### config.mk
export PLATFORM = sky130hd
export DESIGN_NAME = mul_sequencer
export DESIGN_NICKNAME = d
export VERILOG_FILES = /design/src/rtl/mul_sequencer_pkg.sv /design/src/rtl/mul_datapath.sv /design/src/rtl/mul_sequencer.sv
export SDC_FILE = /design/constraint.sdc
export NUM_CORES = 1
export LEC_CHECK = 0
export ABC_AREA = 1
export ABC_CLOCK_PERIOD_IN_PS = 2500
export CORE_MARGIN = 3
export CORE_UTILIZATION = 45
export DETAILED_ROUTE_END_ITERATION = 10
export PLACE_DENSITY_LB_ADDON = 0.12
export SLEW_MARGIN = 30
export SYNTH_ARGS = -nofsm -noshare
export SYNTH_HDL_FRONTEND = slang
export SYNTH_HIERARCHICAL = 1
export SYNTH_SLANG_ARGS = --single-unit
### constraint.sdc
create_clock -name clk -period 2.5 [get_ports clk]
set_input_delay 0.25 -clock clk [delete_from_list [all_inputs] [get_ports clk]]
set_output_delay 0.25 -clock clk [all_outputs]
set_load 0.05 [all_outputs]
### src/rtl/mul_sequencer_pkg.sv
// Shared definitions for the iterative multiply unit: FSM state encoding,
// default sizes and the MUL instruction decode constants used by the main
// decoder. Optional early termination is enabled with MUL_EARLY_TERM_EN.
package mul_sequencer_pkg;

    typedef enum logic [1:0] {
        MUL_IDLE = 2'd0,
        MUL_RUN  = 2'd1,
        MUL_DONE = 2'd2
    } mul_state_t;

    localparam int MUL_WIDTH = 32;
    localparam int MUL_CNT_W = 6;

    // MUL/MULS encoding: Op=00, Funct[25:24]=00, Instr[7:4]=1001
    localparam logic [1:0] MUL_OP         = 2'b00;
    localparam logic [1:0] MUL_FUNCT_HI   = 2'b00;
    localparam logic [3:0] MUL_INSTR_7_4  = 4'b1001;

    // Recognise a multiply in a 32-bit ARM instruction word.
    function automatic logic is_mul_instr(input logic [31:0] instr);
        return (instr[27:26] == MUL_OP) &&
               (instr[25:24] == MUL_FUNCT_HI) &&
               (instr[7:4]   == MUL_INSTR_7_4);
    endfunction

endpackage

### src/rtl/mul_datapath.sv
// Shift-add datapath: multiplicand, multiplier and accumulator registers
// with a single adder. 'load' captures new operands, 'step' performs one
// iteration. acc_next/mplier_next expose the values one step would produce
// so the sequencer can latch the result on the completing edge.
import mul_sequencer_pkg::*;

module mul_datapath #(
    parameter int WIDTH = MUL_WIDTH
) (
    input  logic             clk,
    input  logic             reset,
    input  logic             load,
    input  logic             step,
    input  logic [WIDTH-1:0] src_a,
    input  logic [WIDTH-1:0] src_b,
    output logic [WIDTH-1:0] acc_next,
    output logic [WIDTH-1:0] mplier_next
);

    logic [WIDTH-1:0] mcand_r;
    logic [WIDTH-1:0] mplier_r;
    logic [WIDTH-1:0] acc_r;

    // One iteration: add the multiplicand when the current multiplier bit is set.
    always_comb begin
        acc_next    = acc_r;
        mplier_next = mplier_r >> 1;
        if (mplier_r[0]) begin
            acc_next = acc_r + mcand_r;
        end else begin
            acc_next = acc_r;
        end
    end

    // Operand capture on load, shift/accumulate on step, otherwise hold.
    always_ff @(posedge clk) begin
        if (reset) begin
            mcand_r  <= '0;
            mplier_r <= '0;
            acc_r    <= '0;
        end else if (load) begin
            mcand_r  <= src_a;
            mplier_r <= src_b;
            acc_r    <= '0;
        end else if (step) begin
            mcand_r  <= mcand_r << 1;
            mplier_r <= mplier_next;
            acc_r    <= acc_next;
        end else begin
            mcand_r  <= mcand_r;
            mplier_r <= mplier_r;
            acc_r    <= acc_r;
        end
    end

endmodule

### src/rtl/mul_sequencer.sv
// Iterative multiply unit for the multicycle core: FSM, iteration counter
// and registered Busy/Done/Product/MulFlags. Fixed WIDTH-iteration latency
// by default; define MUL_EARLY_TERM_EN to finish as soon as the remaining
// multiplier bits are all zero.
import mul_sequencer_pkg::*;

module mul_sequencer #(
    parameter int WIDTH = MUL_WIDTH,
    parameter int CNT_W = MUL_CNT_W
) (
    input  logic             clk,
    input  logic             reset,
    input  logic             Start,
    input  logic [WIDTH-1:0] SrcA,
    input  logic [WIDTH-1:0] SrcB,
    output logic             Busy,
    output logic             Done,
    output logic [WIDTH-1:0] Product,
    output logic [1:0]       MulFlags
);

    localparam logic [CNT_W-1:0] LAST_CNT = CNT_W'(WIDTH - 1);

    mul_state_t       state_r;
    logic [CNT_W-1:0] cnt_r;
    logic             load_s;
    logic             step_s;
    logic             last_s;
    logic [WIDTH-1:0] acc_next_s;
    logic [WIDTH-1:0] mplier_next_s;

    mul_datapath #(.WIDTH(WIDTH)) u_datapath (
        .clk         (clk),
        .reset       (reset),
        .load        (load_s),
        .step        (step_s),
        .src_a       (SrcA),
        .src_b       (SrcB),
        .acc_next    (acc_next_s),
        .mplier_next (mplier_next_s)
    );

    // Datapath controls and the "this edge completes the multiply" decision.
    always_comb begin
        load_s = 1'b0;
        step_s = 1'b0;
        last_s = 1'b0;
        if ((state_r == MUL_IDLE) || (state_r == MUL_DONE)) begin
            load_s = Start;
        end else begin
            load_s = 1'b0;
        end
        if (state_r == MUL_RUN) begin
            step_s = 1'b1;
`ifdef MUL_EARLY_TERM_EN
            last_s = (cnt_r == LAST_CNT) || (mplier_next_s == '0);
`else
            last_s = (cnt_r == LAST_CNT);
`endif
        end else begin
            step_s = 1'b0;
            last_s = 1'b0;
        end
    end

    // Control FSM with registered status and result outputs.
    always_ff @(posedge clk) begin
        if (reset) begin
            state_r  <= MUL_IDLE;
            cnt_r    <= '0;
            Busy     <= 1'b0;
            Done     <= 1'b0;
            Product  <= '0;
            MulFlags <= 2'b01;
        end else begin
            case (state_r)
                MUL_IDLE, MUL_DONE: begin
                    Done <= 1'b0;
                    if (Start) begin
                        cnt_r <= '0;
`ifdef MUL_EARLY_TERM_EN
                        if (SrcB == '0) begin
                            // Zero multiplier: the result is known immediately.
                            state_r  <= MUL_DONE;
                            Busy     <= 1'b0;
                            Done     <= 1'b1;
                            Product  <= '0;
                            MulFlags <= 2'b01;
                        end else begin
                            state_r <= MUL_RUN;
                            Busy    <= 1'b1;
                        end
`else
                        state_r <= MUL_RUN;
                        Busy    <= 1'b1;
`endif
                    end else begin
                        state_r <= MUL_IDLE;
                        Busy    <= 1'b0;
                    end
                end
                MUL_RUN: begin
                    cnt_r <= cnt_r + CNT_W'(1);
                    if (last_s) begin
                        state_r  <= MUL_DONE;
                        Busy     <= 1'b0;
                        Done     <= 1'b1;
                        Product  <= acc_next_s;
                        MulFlags <= {acc_next_s[WIDTH-1], ~|acc_next_s};
                    end else begin
                        state_r <= MUL_RUN;
                        Busy    <= 1'b1;
                        Done    <= 1'b0;
                    end
                end
                default: begin
                    state_r <= MUL_IDLE;
                    cnt_r   <= '0;
                    Busy    <= 1'b0;
                    Done    <= 1'b0;
                end
            endcase
        end
    end

endmodule
==> flow_summary.ini <==
[detailed_routing]
top_layer = met4
post_drt_wl_per_cell_um = 13.1
wl_met2_um = 11700
drtAntennaViolNets = 0
drc = 0
met1Wirelength_um = 11000
route.vias.total = 8756
wirelength_um = 24000
first_iter_violations = 556
drt-pass1-iter-count = 8
wl_met3_um = 909
via_per_inst = 4.78

[sta]
worstMarginPinSlew_ns = 0.557
report.final.slew_viol_count = 0
grt_setup_unrepaired = no
relSlewSlack_pct = 62.9
tns_ns = 0
period_share_pct = 94.0
fin_crit_ns = 2.35
fmax_mhz = 425
hold_violations = 0
setup-violations-final = 0
skew_ns = 0.00728

[clock_network]
root_buffer = clkbuf_16
cts_buffers = 17
clk_latency_ns = 0.43
htree_levels = 4
clkSinkCount = 138
clk_pin_slew_ns = 0.06
cts_tree = done
hold_buffers = 0
clock_path_buffers = 2

[floorplanning]
dieArea_sq_um = 21100
core_sq_um = 18900
boundaryPins = 103
die_x_um = 145
initial_utilization_pct = 46.2
rows = 50
chipHeight_um = 145

[placement]
port_buffers = 102
dpl_cell_area_sq_um = 10100
gp_congestion = 0.946
dp_hpwl_um = 17800

[setup_path]
ff2ff_setup_slack_ns = 0.15
start_kind = flop
cp-end-kind = flop
r2r-start = u_datapath/mcand_r[3]
arrival_ns = 2.72
required_ns = 2.87
critPathMaxFanout = 4
critPathKind = reg -> reg
r2r_cells = 19
reg2reg_to = MulFlags[0]

[min_path]
min_to = u_datapath/mplier_r[31]
hold_start = SrcB[31]
min_path_cells = 3
hold_path_class = in -> reg

[grt]
grt_max_degree = 65
grtUsageTotal_pct = 22.3
grt_pass1_wl_um = 38900
antenna_found_initial = 0
grt_pass1_vias = 8016
grt_overflow_total = 0

[layout]
multi_input_area_sq_um = 5000
final_nets = 1659
final_cell_mix = nand2_1, inv_1, nor2_1
seq_area_sq_um = 2770
final.fill_count = 1925
final_common_cell = nand2_1
drive_above_1_share_pct = 10.6
areaGrowthSynthToFinish_pct = 26.0
diodes = 0
design_area_sq_um = 11000

[logic_synthesis]
avgSynthCellArea_sq_um = 5.98
syn-num-nets = 1559
yosysWarnings = 6
synth_area_sq_um = 8730
syn_inst = 1459

[power_and_ir_drop]
p_total_w = 0.00584
power_leakage_nw = 5.85
ir_drop_v = 0.000457
power_density_nw_per_um2 = 531

[outcome]
status = finished clean

[flow_run]
cap_violations = 0
## repair_timing
action,4_1_cts,5_1_grt
buffers inserted,0,0
pin swaps,0,6
setup endpoints to repair,1,1
resized for setup,1,71
## how the worst max path moves through the flow
stage / start / to / slack, ns
after floorplan: u_datapath/mcand_r[0] / MulFlags[0] / 0.33
after global placement: u_datapath/mcand_r[0] / MulFlags[0] / 0.09
after detailed placement: u_datapath/mcand_r[0] / MulFlags[0] / 0.05
after CTS: u_datapath/mcand_r[0] / MulFlags[0] / 0.02
after global routing: u_datapath/mcand_r[3] / MulFlags[0] / 0.005
final: u_datapath/mcand_r[3] / MulFlags[0] / 0.15
## registers in the layout, summed over array words and instances, names as in the netlist
name and cells:
u_datapath/mcand_r 32, Product 32, state_r 2, Done 1, u_datapath/acc_r 32, MulFlags 1
cnt_r 6, u_datapath/mplier_r 32
## power by group
group          internal (W)  switching (W)  total (W)
Sequential          0.00230      0.0000924    0.00240
Clock               0.00144       0.000974    0.00241
Combinational      0.000432       0.000604    0.00104
Total               0.00417        0.00167    0.00584
## worst max-delay path, stage by stage, from the launching register on
cell and delay (ns):
dfxtp_1 0.39, ha_1 0.28, buf_4 0.16, nand2_1 0.09, nand2_1 0.07, nand2_2 0.07
nand2_1 0.05, nand2_1 0.07, nand3_2 0.13, nand2_2 0.14, nand4_1 0.10, nand3_2 0.10
nand2_1 0.08, nor2_1 0.11, nand2_1 0.06, nor2_2 0.11, nand2_1 0.08, nor2_1 0.10
nand2_1 0.05, nand2_1 0.05
## cell type report
class,instances,share of cell area (%)
timing repair buffer,136,11.7
tap,260,2.96
clock buffer,21,4.28
sequential,138,25.2
clock inverter,11,0.876
multi-input combinational,987,45.4
inverter,279,9.52
## metal layers
metal,up-vias,track usage (%)
met4,0,6.65
met2,186,39.1
met1,3893,28.2
met3,30,3.69
li1,4647,-
met5,-,0
## metrics by stage
stage	hold slack (ns)	utilization [%]	instances	setup slack (ns)
floorplan	0.399	-	1459	0.328
global placement	0.452	53.4	1800	0.0885
detailed placement	0.456	53.4	1800	0.0524
CTS	0.369	56.4	1832	0.0160
global route	0.398	58.2	1832	0.00514
finish	0.384	58.2	1832	0.150
Note: power is estimated with default switching activity, not from simulation.
